$ cat src/rtl/instr_fetch_queue.sv
// Instruction fetch queue: single-outstanding fetch FSM filling a DEPTH-entry {pc, instr} FIFO.
// Optional misaligned-redirect trap compiled in with FETCH_ALIGN_CHECK_EN.
module instr_fetch_queue #(
  parameter int unsigned DEPTH    = 4,
  parameter logic [31:0] RESET_PC = 32'h0000_0000
) (
  input  logic        clk,
  input  logic        rst_n,
  output logic        imem_req,
  output logic [31:0] imem_addr,
  input  logic        imem_ack,
  input  logic        imem_rvalid,
  input  logic [31:0] imem_rdata,
  input  logic        redirect_valid,
  input  logic [31:0] redirect_pc,
  output logic        out_valid,
  input  logic        out_ready,
  output logic [31:0] out_instr,
  output logic [31:0] out_pc,
  output logic        align_err
);

  localparam int unsigned PtrW = $clog2(DEPTH);
  localparam int unsigned CntW = PtrW + 1;
  localparam logic [CntW-1:0] DepthCnt = CntW'(DEPTH);

  typedef enum logic [1:0] {StIdle, StReq, StWait, StDrop} state_e;

  state_e          state_q, state_d;
  logic [31:0]     fetch_pc_q, fetch_pc_d;
  logic [PtrW-1:0] wr_ptr_q, rd_ptr_q;
  logic [CntW-1:0] count_q, cnt_after_push;
  logic [31:0]     instr_mem [DEPTH];
  logic [31:0]     pc_mem    [DEPTH];

  logic        push, pop, can_push;
  logic        redir_bad, halted;
  logic [31:0] redir_pc;

`ifdef FETCH_ALIGN_CHECK_EN
  logic halt_q, align_err_q;

  assign redir_pc  = redirect_pc;
  assign redir_bad = redirect_valid & (redirect_pc[1:0] != 2'b00);

  // A misaligned redirect parks the fetcher until the next aligned redirect.
  always_ff @(posedge clk or negedge rst_n) begin
    if (!rst_n) begin
      halt_q      <= 1'b0;
      align_err_q <= 1'b0;
    end else if (redirect_valid) begin
      halt_q <= redir_bad;
      if (redir_bad) begin
        align_err_q <= 1'b1;
      end
    end
  end

  assign halted    = halt_q;
  assign align_err = align_err_q;
`else
  logic unused_redirect_lsb;

  assign unused_redirect_lsb = ^redirect_pc[1:0];
  assign redir_pc  = {redirect_pc[31:2], 2'b00};
  assign redir_bad = 1'b0;
  assign halted    = 1'b0;
  assign align_err = 1'b0;
`endif

  assign out_valid      = (count_q != '0);
  assign pop            = out_valid & out_ready & ~redirect_valid;
  assign can_push       = (count_q < DepthCnt) | pop;
  assign cnt_after_push = count_q + CntW'(1) - CntW'(pop);

  always_comb begin
    state_d    = state_q;
    fetch_pc_d = fetch_pc_q;
    push       = 1'b0;
    if (redirect_valid) begin
      if (!redir_bad) begin
        fetch_pc_d = redir_pc;
      end
      unique case (state_q)
        StIdle, StReq: state_d = redir_bad ? StIdle : StReq;
        // A response arriving with the redirect is the stale one; nothing left to drop.
        StWait, StDrop: begin
          if (imem_rvalid) begin
            state_d = redir_bad ? StIdle : StReq;
          end else begin
            state_d = StDrop;
          end
        end
      endcase
    end else begin
      unique case (state_q)
        StIdle: begin
          if (!halted && (count_q < DepthCnt)) begin
            state_d = StReq;
          end
        end
        StReq: begin
          if (imem_ack) begin
            state_d = StWait;
          end
        end
        StWait: begin
          if (imem_rvalid && can_push) begin
            push       = 1'b1;
            fetch_pc_d = fetch_pc_q + 32'd4;
            state_d    = (cnt_after_push < DepthCnt) ? StReq : StIdle;
          end
        end
        StDrop: begin
          if (imem_rvalid) begin
            state_d = halted ? StIdle : StReq;
          end
        end
      endcase
    end
  end

  always_ff @(posedge clk or negedge rst_n) begin
    if (!rst_n) begin
      state_q    <= StIdle;
      fetch_pc_q <= RESET_PC;
    end else begin
      state_q    <= state_d;
      fetch_pc_q <= fetch_pc_d;
    end
  end

  always_ff @(posedge clk or negedge rst_n) begin
    if (!rst_n) begin
      wr_ptr_q <= '0;
      rd_ptr_q <= '0;
      count_q  <= '0;
    end else if (redirect_valid) begin
      wr_ptr_q <= '0;
      rd_ptr_q <= '0;
      count_q  <= '0;
    end else begin
      if (push) begin
        wr_ptr_q <= wr_ptr_q + PtrW'(1);
      end
      if (pop) begin
        rd_ptr_q <= rd_ptr_q + PtrW'(1);
      end
      count_q <= count_q + CntW'(push) - CntW'(pop);
    end
  end

  // Storage needs no reset: the head is masked whenever the queue is empty.
  always_ff @(posedge clk) begin
    if (push) begin
      instr_mem[wr_ptr_q] <= imem_rdata;
      pc_mem[wr_ptr_q]    <= fetch_pc_q;
    end
  end

  assign imem_req  = (state_q == StReq);
  assign imem_addr = imem_req ? fetch_pc_q : 32'h0;
  assign out_instr = out_valid ? instr_mem[rd_ptr_q] : 32'h0;
  assign out_pc    = out_valid ? pc_mem[rd_ptr_q] : 32'h0;

  a_no_push_full: assert property (@(posedge clk) disable iff (!rst_n)
    push |-> ((count_q < DepthCnt) || pop));
  a_no_pop_empty: assert property (@(posedge clk) disable iff (!rst_n)
    pop |-> (count_q != '0));
  a_addr_stable: assert property (@(posedge clk) disable iff (!rst_n)
    (imem_req && !imem_ack && !redirect_valid) |=> (imem_req && $stable(imem_addr)));

endmodule

$ cat config.mk
export PLATFORM = sky130hd
export DESIGN_NAME = instr_fetch_queue
export DESIGN_NICKNAME = d
export VERILOG_FILES = /design/src/rtl/instr_fetch_queue.sv
export SDC_FILE = /design/constraint.sdc
export NUM_CORES = 1
export LEC_CHECK = 0
export ABC_AREA = 1
export CORE_ASPECT_RATIO = 2
export CORE_MARGIN = 4
export CORE_UTILIZATION = 40
export DETAILED_ROUTE_END_ITERATION = 7
export GPL_TIMING_DRIVEN = 0
export PLACE_DENSITY_LB_ADDON = 0.08
export SLEW_MARGIN = 20
export SYNTH_ARGS = -nofsm -noshare
export SYNTH_HDL_FRONTEND = slang
export SYNTH_SLANG_ARGS = --single-unit
export TNS_END_PERCENT = 5
$ cat constraint.sdc
create_clock -name clk -period 5.3 [get_ports clk]
set_clock_uncertainty 0.05 [all_clocks]
set_input_delay 1.59 -clock clk [delete_from_list [all_inputs] [get_ports clk]]
set_output_delay 1.59 -clock clk [all_outputs]
set_load 0.01 [all_outputs]
## Word-level counts from Yosys, hierarchy flattened

Memory sizes are Yosys's and may differ from the RTL's.
Index checks and enable logic that the tools add are counted.

- Bits of input ports: 70
- Word-level logic and storage cells: 63
- Bits in registers: 41
- Memories: 2
- RAM bits: 256
- Output and inout bits: 99

- Reduce and logical (&&, ||, !) cells: 11
- Equal/unequal tests: 7
- $lt $le $gt $ge: 2
- Bitwise gates (word level): 4
- Muxes and demuxes: 25
- Add/subtract/negate cells: 7

Memories:

| name | depth | bits a word | rd ports | clocked after memory_dff | write ports | line | RTL |
|---|---|---|---|---|---|---|---|
| instr_mem | 4 | 32 | 1 | 0 | 1 | 33 | `logic [31:0] instr_mem [DEPTH];` |
| pc_mem | 4 | 32 | 1 | 0 | 1 | 34 | `logic [31:0] pc_mem [DEPTH];` |

Operators by type and width:

| kind | count |
|---|---|
| 2-to-1 mux 32 bit | 6 |
| adder 32 x 3 -> 32 bit (second input constant) | 1 |
| 2-to-1 mux 2 bit | 10 |
| inequality test 3 bit (second input constant) | 3 |
| one-hot mux 2 bit (4 select lines) | 1 |
| nonzero test 2 bit | 4 |
| < comparator 3 bit (second input constant) | 2 |
| 2-to-1 mux 1 bit | 6 |
| subtractor 3 x 1 -> 3 bit | 2 |
| adder 2 x 1 -> 2 bit (second input constant) | 2 |
| equality test 2 bit (second input constant) | 2 |
| one-hot mux 2 bit (2 select lines) | 1 |
| AND reduction 4 bit | 1 |
| OR reduction 2 bit | 2 |
| adder 3 x 1 -> 3 bit | 1 |
| adder 3 x 1 -> 3 bit (second input constant) | 1 |
| 2-to-1 mux 3 bit | 1 |
| inequality test 3 x 1 -> 1 bit (second input constant) | 1 |
| nonzero test 3 bit | 1 |
| bitwise AND 1 bit | 2 |
| equality test 2 x 1 -> 1 bit (second input constant) | 1 |
| logical NOT 2 bit | 1 |
| AND reduction 2 bit | 1 |
| logical AND 1 bit | 1 |
| other kinds (2) | 2 |

## Depth between registers and ports, before layout

- Depth in word-level cells: 11
- Depth in mapped cells: 13
- Mapped depth without buffers: 13

## Least setup slack after synthesis

OpenSTA, ideal clock, no wires.

- Path kind: input to register
- Start point: input redirect_valid
- End point: memory instr_mem[0][0] (enable)
- Library setup time: 0.483 ns
- Arrival: 4.725 ns
- Path slack: 0.042 ns
- Data required time: 4.767 ns
- Cell stages on the path: 6
- Path through: inv_1 -> a21boi_2 -> nor2_4 -> nand2_4 -> buf_6 -> nor2_1

- Longest elaborated chain between the ends: 9

RTL lines:

| item | line | RTL |
|---|---|---|
| start, declared | 14 | `input logic redirect_valid,` |
| NOT 1 bit | 72 | `assign pop = out_valid & out_ready & ~redirect_valid;` |
| bitwise AND 1 bit | 72 |  |
| bitwise OR 1 bit | 73 | `assign can_push = (count_q < DepthCnt) \| pop;` |
| logical AND 1 bit | 108 | `if (imem_rvalid && can_push) begin` |
| 2-to-1 mux 1 bit | 108 |  |
| 2-to-1 mux 1 bit | 96 | `unique case (state_q)` |
| 2-to-1 mux 1 bit (*) | 80 | `if (redirect_valid) begin` |
| 2-to-1 mux 1 bit (*) | 155 | `if (push) begin` |
| 2-to-1 mux 1 bit (implied by the code) (*) | 156 | `instr_mem[wr_ptr_q] <= imem_rdata;` |
| end, declared | 33 |  |

Mark *: on every way between the ends. The rest lies on a longest branch, timed or not.

## Worst setup path after layout

- Start point: register rd_ptr_q[0]
- End point: output out_pc[21]

- Longest elaborated chain between the ends: 2

RTL lines:

| item | line | RTL |
|---|---|---|
| start, declared | 31 | `logic [PtrW-1:0] wr_ptr_q, rd_ptr_q;` |
| start signal, assigned | 147 | `rd_ptr_q <= rd_ptr_q + PtrW'(1);` |
| memory read (4 x 32 bit) | - |  |
| 2-to-1 mux 32 bit | 164 | `assign out_pc = out_valid ? pc_mem[rd_ptr_q] : 32'h0;` |
| end, declared | 19 | `output logic [31:0] out_pc,` |

No other way between the ends.

==> run summary <==
The final routed wire length divided by cell count is 19.6 um. The detailed router finished its first iteration with 504 violations. The global-route wire length before repair was 55,000 um; the maximum number of pins on one net before global-route repair was 24. The critical path is of the reg -> out type. TritonCTS built the clock tree.

The tools report the number of DRC violations after detailed routing as 0. The analysis attributes to net switching a power of 2.16 mW. The highest fanout seen on the critical path was 10; the worst-skew pair later-pin latency was 530 ps. The detailed router put a total of 13,400 um of wire on met1. The detailed router used layers up to and including met4. Number of clock buffers inserted by TritonCTS: 25. Via count of the first global-routing pass: 9,368. For the worst setup path, the data required time is 3660 ps. Number of maximum-capacitance constraint violations: 0. The flow ran to the end, and the final reports show no timing, DRC or antenna violations. The die is 259 um tall. The first TritonRoute pass finished after 5 iterations. STA classifies the critical path endpoint as an output pin. The horizontal die dimension was 134 um; the flop and latch count out of synthesis was 287. For the total count of hold-check failures in the final report, the log shows 0.

The clock network is responsible for 27.1% of the overall power. In this run the worst hold path is classified as reg -> reg. The initial core utilization is 40.8%, and the count of fill cells added during filler insertion is 2,804.

Counting distinct cell types in the post-synthesis netlist gives 40. STA classifies the critical path startpoint as a flop. For the net total in the final layout, the log shows 1,511. The static leakage was 5.76 nW. 169 I/O pins were placed. After clock tree synthesis, the clock-pin slew on the worst setup and hold paths is 60 ps.

At the pin with the least slew margin, the transition time is 699 ps. The final critical path takes up 88.7% of the cycle. The average cell area after synthesis is 10.3 um^2. For this run, the number of Yosys warnings is 0. Global routing used 20.9% of the available tracks. The run gives 0 as the total of endpoints with negative setup slack in the final report.

The clock period could shrink to 4700 ps. Post-CTS repair changed the size of 0 cells. Sequential elements use 66.7% of the synthesized area.

During placement, the flow inserted port buffers numbering 161. The run gives 0 as the max-slew violation count. The HPWL after detailed placement is 26,700 um. The region available for standard cell placement spans 0.0310 mm^2.

The share of final-layout standard cells stronger than drive strength 1 came out at 7.79%. Setup repair after global routing left no endpoint under its margin. In this run switching power makes up 32.8% of total power. In this run, post-CTS hold repair placed 0 buffers.

The run gives 20,400 um as the total length of routed met2 wires. Headroom to the max-slew limit came out at 53.4%. The logs give 3060 ps for the critical path data arrival time and 32.3% for the combinational fraction of design power. The tools report the total length of routed wires as 36,700 um. The die covers 0.0347 mm^2. The level count of the clock H-tree came out at 1. Global routing finished with a remaining overflow of 0. The tools report the number of antenna repair diodes as 0. The total power divided by cell area was 414 mW/mm^2; the worst vdd rail ir drop was 0.241 mV.

The post-synthesis cell count was 1,228. The remaining antenna violation count after routing is 0, and the achievable frequency is 213 MHz. After detailed routing, the number of vias per cell comes to 4.98.

The internal portion of the total power is 4.43 mW. Library cell used as clock root buffer: sky130_fd_sc_hd__clkbuf_16. In this run the post-CTS setup repair buffer count came out at 0. The tools report the share of the core filled with cells as 51.4%. The clock passes through at most 3 buffers.

On the final layout, the worst hold slack is 484 ps. Netlist area before placement: 0.0126 mm^2. The last weighted congestion value of the routability-driven placer was 0.922; the layout overhead on the synthesized area was 26.1%.

The tree built by TritonCTS fans out to 287 sinks. The detailed router placed 9,300 vias in this run. The initialized floorplan defines 91 standard-cell rows. For the initial antenna violation count, the log shows 0. Detailed route wirelength on metal3: 1300 um. Sequential cells burn 40.6% of the power.
[layout by cell type, fill, tap and decap left out, types with 3 or more instances in the layout]
| master | instances |
|---|---|
| sky130_fd_sc_hd__a21oi_1 | 72 |
| sky130_fd_sc_hd__buf_1 | 4 |
| sky130_fd_sc_hd__buf_12 | 3 |
| sky130_fd_sc_hd__buf_16 | 9 |
| sky130_fd_sc_hd__buf_2 | 19 |
| sky130_fd_sc_hd__buf_4 | 8 |
| sky130_fd_sc_hd__buf_6 | 4 |
| sky130_fd_sc_hd__clkbuf_1 | 35 |
| sky130_fd_sc_hd__clkbuf_16 | 25 |
| sky130_fd_sc_hd__clkdlybuf4s50_1 | 160 |
| sky130_fd_sc_hd__clkinv_1 | 5 |
| sky130_fd_sc_hd__clkinv_2 | 3 |
| sky130_fd_sc_hd__clkinv_4 | 3 |
| sky130_fd_sc_hd__conb_1 | 5 |
| sky130_fd_sc_hd__dfrtp_1 | 39 |
| sky130_fd_sc_hd__edfxtp_1 | 248 |
| sky130_fd_sc_hd__ha_1 | 7 |
| sky130_fd_sc_hd__inv_1 | 53 |
| sky130_fd_sc_hd__inv_2 | 3 |
| sky130_fd_sc_hd__nand2_1 | 165 |
| sky130_fd_sc_hd__nand2_2 | 4 |
| sky130_fd_sc_hd__nand3_1 | 44 |
| sky130_fd_sc_hd__nor2_1 | 348 |
| sky130_fd_sc_hd__nor2_2 | 5 |
| sky130_fd_sc_hd__nor2_4 | 11 |
| sky130_fd_sc_hd__o21ai_0 | 133 |
| sky130_fd_sc_hd__xor2_1 | 5 |
[registers in the layout, summed over array words and instances, names as in the netlist]
signal / flops
rd_ptr_q: 2
count_q: 3
pc_mem: 120
fetch_pc_q: 30
wr_ptr_q: 2
state_q: 2
instr_mem: 128
[final timing paths]
path	from	end	slack (ps)	cells past startpoint
worst max-delay path	rd_ptr_q[0]	out_pc[21]	600	6
max in group asynchronous	rst_n	fetch_pc_q[6]	3640	2
worst min register to register	state_q[1]	state_q[1]	480	2
worst min-delay path	state_q[1]	state_q[1]	480	2
min in group asynchronous	rst_n	fetch_pc_q[29]	1040	1
worst max register to register	count_q[2]	count_q[2]	2610	13
[worst max-delay path, stage by stage (launching register included)]
cell,delay (ps)
sky130_fd_sc_hd__dfrtp_1,350
sky130_fd_sc_hd__buf_2,190
sky130_fd_sc_hd__inv_2,180
sky130_fd_sc_hd__clkbuf_1,500
sky130_fd_sc_hd__o21ai_0,320
sky130_fd_sc_hd__a21oi_1,380
sky130_fd_sc_hd__clkdlybuf4s50_1,610
[logic make-up after synthesis]
group,Yosys count,synth area share (%)
AND/OR/NAND/NOR,586,18.7
flip-flops,287,66.7
AO/OA/AOI/OAI,219,9.06
buffers and inverters,122,4.32
adder cells (fa/ha/maj),8,0.852
XOR/XNOR,5,0.347
other,1,0.0297
[cell usage after synthesis (all sizes together)]
library cell	n	area share, %
nor2	364	11
edfxtp	248	59
nand2	170	5.2
o21ai	135	5.3
a21oi	72	2.9
inv	56	1.7
nand3	46	1.9
dfrtp	39	7.7
buf	34	1.7
clkbuf	31	0.92
ha	7	0.69
xor2	5	0.35
o211ai	3	0.22
or2	3	0.15
a211oi	2	0.16
a21boi	2	0.15
nor3	2	0.079
a31oi	1	0.050
and3	1	0.050
clkinv	1	0.069
conb	1	0.030
fa	1	0.16
o21bai	1	0.059
o221ai	1	0.12
o22ai	1	0.050
o31ai	1	0.059
[metal layers]
metal / track usage, % / vias to the layer above
li1: - / 4548
met1: 22.0 / 4420
met2: 40.9 / 261
met3: 2.33 / 71
met4: 9.84 / 0
met5: 0 / -
[final cells by class]
cell class / count / area [um^2] / area share [%]
Buffer: 65 / 327 / 2.05
Clock inverter: 14 / 126 / 0.794
Tap cell: 418 / 523 / 3.28
Timing Repair Buffer: 174 / 1930 / 12.1
Multi-Input combinational cell: 823 / 3710 / 23.3
Inverter: 57 / 219 / 1.38
Sequential cell: 287 / 8420 / 52.9
Clock buffer: 31 / 668 / 4.20
[stage by stage]
stage          TNS [ps]  worst slack, ps  cell area [um^2]  power (mW)  cells
2_1_floorplan         0             41.7             12600        3.71   1232
3_3_place_gp    -698390            -2980             14800        4.87   1811
3_5_place_dp          0             1010             15100        4.89   1824
4_1_cts               0              545             15900        6.68   1869
5_1_grt               0              509             15900        6.92   1869
6_report              0              601             15900        6.59   1869
[power groups by stage]
stage / Combinational, mW / Clock [mW] / Sequential (mW)
floorplan: 1.04 / 0 / 2.68
global placement: 2.14 / 0 / 2.73
detailed placement: 2.16 / 0 / 2.72
CTS: 2.18 / 1.83 / 2.67
global route: 2.33 / 1.91 / 2.69
finish: 2.13 / 1.79 / 2.68
(Power assumes the default switching activity.)
==> RTL edit: new RTL, same settings <==
Build with the macro `FETCH_ALIGN_CHECK_EN` defined.
--- a/src/rtl/instr_fetch_queue.sv
+++ b/src/rtl/instr_fetch_queue.sv
@@ -1,4 +1,6 @@
 // Instruction fetch queue: single-outstanding fetch FSM filling a DEPTH-entry {pc, instr} FIFO.
 // Optional misaligned-redirect trap compiled in with FETCH_ALIGN_CHECK_EN.
+`define FETCH_ALIGN_CHECK_EN
+
 module instr_fetch_queue #(
   parameter int unsigned DEPTH    = 4,
Behaviour: not the same (a bounded check fails within 4 cycles, from zero or initial values and one cycle with rst_n low).
==> RTL edit against the original RTL <==
  * Worst hold slack worse by 60 ps
  * Sequential cell count increased by 12
  * Wire length increased by 5.1%
  * Combinational power grew 12%
  * Synthesized area rose by 3.9%
  * Utilization is 0.56 points lower
  * Cell count increased by 4.7%
  * Critical path type unchanged
  * Power grew 8.9%
  * Highest routed layer unchanged
  * Via count is 6.7% higher
  * Cell area rose by 3.3%
  * Critical endpoint is now out_pc[13]
  * Count of clock-buffer cells in the layout increased by 5
  * Setup slack better by 7.7 ps
==> RTL edit: results (changes against the original RTL) <==
[clock_tree]
cts.clk_slew.worst_paths_ps=70
clkLatencyLatePin_ps=540
cts-root-to-sink-buffers=3  ; unchanged
cts_inserted_buffers=27  ; +8.0%
cts_htree_levels=1  ; unchanged
post-cts-setup-buffer-count=0  ; unchanged
post_cts_resize_count=0  ; unchanged
clock_root_buffer=clkbuf_16

[placed_design]
preCtsSetupSlack_ps=776  ; -239 ps
io_buffers=168  ; +4.3%
detailedPlacementHpwl_mm=27.5  ; +2.9%
gp_congestion=0.895  ; -3.0%
placed_cells_incl_taps=1908  ; +4.6%

[min_path]
worstHoldPathType=flip-flop to flip-flop
worst_hold_startpoint=align_err

[global_route]
vias_in_the_first_global_route=10100  ; +7.5%
grt_max_degree=44  ; +83%
antenna_violations_before_repair=0  ; unchanged
gr-usage-all-layers_pct=21.4  ; +0.42 points
grt_pass1_wl_mm=58.2  ; +5.9%

[setup_path]
critical_path_peak_fanout=10  ; unchanged
reg2reg_setup_slack_ps=2730  ; +120 ps
worstPathArrival_ps=3050  ; about the same
critical_path.reg2reg.startpoint=state_q[0]
timing.critical_path.from=count_q[1]

[detailed_routing]
post_drt_via_cell_ratio=5.07  ; +1.9%
finalWirelength_mm=38.6  ; +5.1%
detail_route.iter0.violations=491  ; -2.6%
detail_route.first_pass.iterations=5  ; unchanged

[final_layout]
count_of_nets_after_finishing=1588  ; +5.1%
instances_no_fill=1957  ; +4.7%
num_antenna_cells=0  ; unchanged
largest_registers=instr_mem x128, pc_mem x128, fetch_pc_q x32
layout-drive-gt1-share_pct=6.54  ; -1.3 points
nFillCells=3129  ; +12%

[synth]
postSynth.asyncResetShare_pct=14.4  ; +0.79 points
most_frequent_cells_after_synthesis=375 x nor2_1, 256 x edfxtp_1, 189 x nand2_1
synthDistinctLibCells=34  ; -15%
synthesis.nets=1379
synth_top_cells_by_area=edfxtp_1 59%, nor2_1 11%, dfrtp_1 8.2%, o21ai_0 5.7%, nand2_1 5.4%
synth_enable_flop_cells=256  ; +3.2%
count_of_warnings_emitted_by_yosys=0  ; unchanged
synth.top_cell.area_share_pct=58.6  ; -0.36 points
synthesis.instances=1301  ; +5.9%
ys_seq_area_share_pct=66.8  ; +0.11 points

[sta]
least_margin_pin_slew_ps=715  ; +15.2 ps
fin_worst_hold_slack_ps=424  ; -59.7 ps
finalWorstSetupSlack_ps=608  ; +7.68 ps
timing.final.crit_period_ps=4690  ; -7.68 ps

[power_and_ir_drop]
power.leakage_uw=0.00597  ; +3.7%
max-vdd-ir-drop_uv=241  ; +0.25%

[status]
outcome=complete, no violations

[RTL edit: worst paths after layout]
path                                    endpoint  cells after the start
worst max-delay path                  out_pc[13]                      7
worst min-delay path                   align_err                      2
worst max register to register  instr_mem[3][26]                      6
worst min register to register         align_err                      2
max in group asynchronous          fetch_pc_q[5]                      1
min in group asynchronous             count_q[0]                      1
[RTL edit: report_power, final]
part | total [uW] | switching [uW] | internal, uW
Sequential | 2940 | 206 | 2730
Combinational | 2390 | 1400 | 984
Clock | 1850 | 852 | 996
Total | 7180 | 2460 | 4710
[RTL edit: cell families (layout without fill, tap and decap cells)]
| family | after synthesis | count (layout) | synth area share, % |
|---|---|---|---|
| simple gates | 624 | 624 | 18.8 |
| flops | 299 | 299 | 66.8 |
| compound gates | 236 | 236 | 9.27 |
| buf+inv | 133 | 362 | 4.27 |
| fa+ha+maj | 8 | 8 | 0.820 |
| xor+xnor | 1 | 1 | 0.0668 |
[RTL edit: critical path: stages (launching register included)]
cell             delay (ps)
dfrtp_1                 450
nor2_1                  120
inv_1                    70
nor2_1                  300
buf_2                   370
buf_1                   500
a21oi_1                 170
clkdlybuf4s50_1         530
[RTL edit: layout make-up]
| cell class | instances | area (um2) | share of cell area, % |
|---|---|---|---|
| buffer | 66 | 309 | 1.88 |
| clock buffer | 36 | 749 | 4.56 |
| clock inverter | 13 | 75.1 | 0.456 |
| inverter | 67 | 251 | 1.53 |
| multi-input combinational | 869 | 3820 | 23.3 |
| sequential | 299 | 8760 | 53.3 |
| tap | 427 | 534 | 3.25 |
| timing repair buffer | 180 | 1940 | 11.8 |
[RTL edit: stage by stage]
step,instance area [um2],TNS [ps]
floorplan,13100,0
global placement,15300,-761780
detailed placement,15600,0
CTS,16400,0
global route,16400,0
finish,16400,0
[RTL edit: routing by layer]
layer	share of wire (%)	track usage [%]	vias up
li1	-	-	4813
met1	37	23.6	4782
met2	55	40.0	249
met3	3.6	2.29	77
met4	4.8	10.0	0
met5	0	0	-
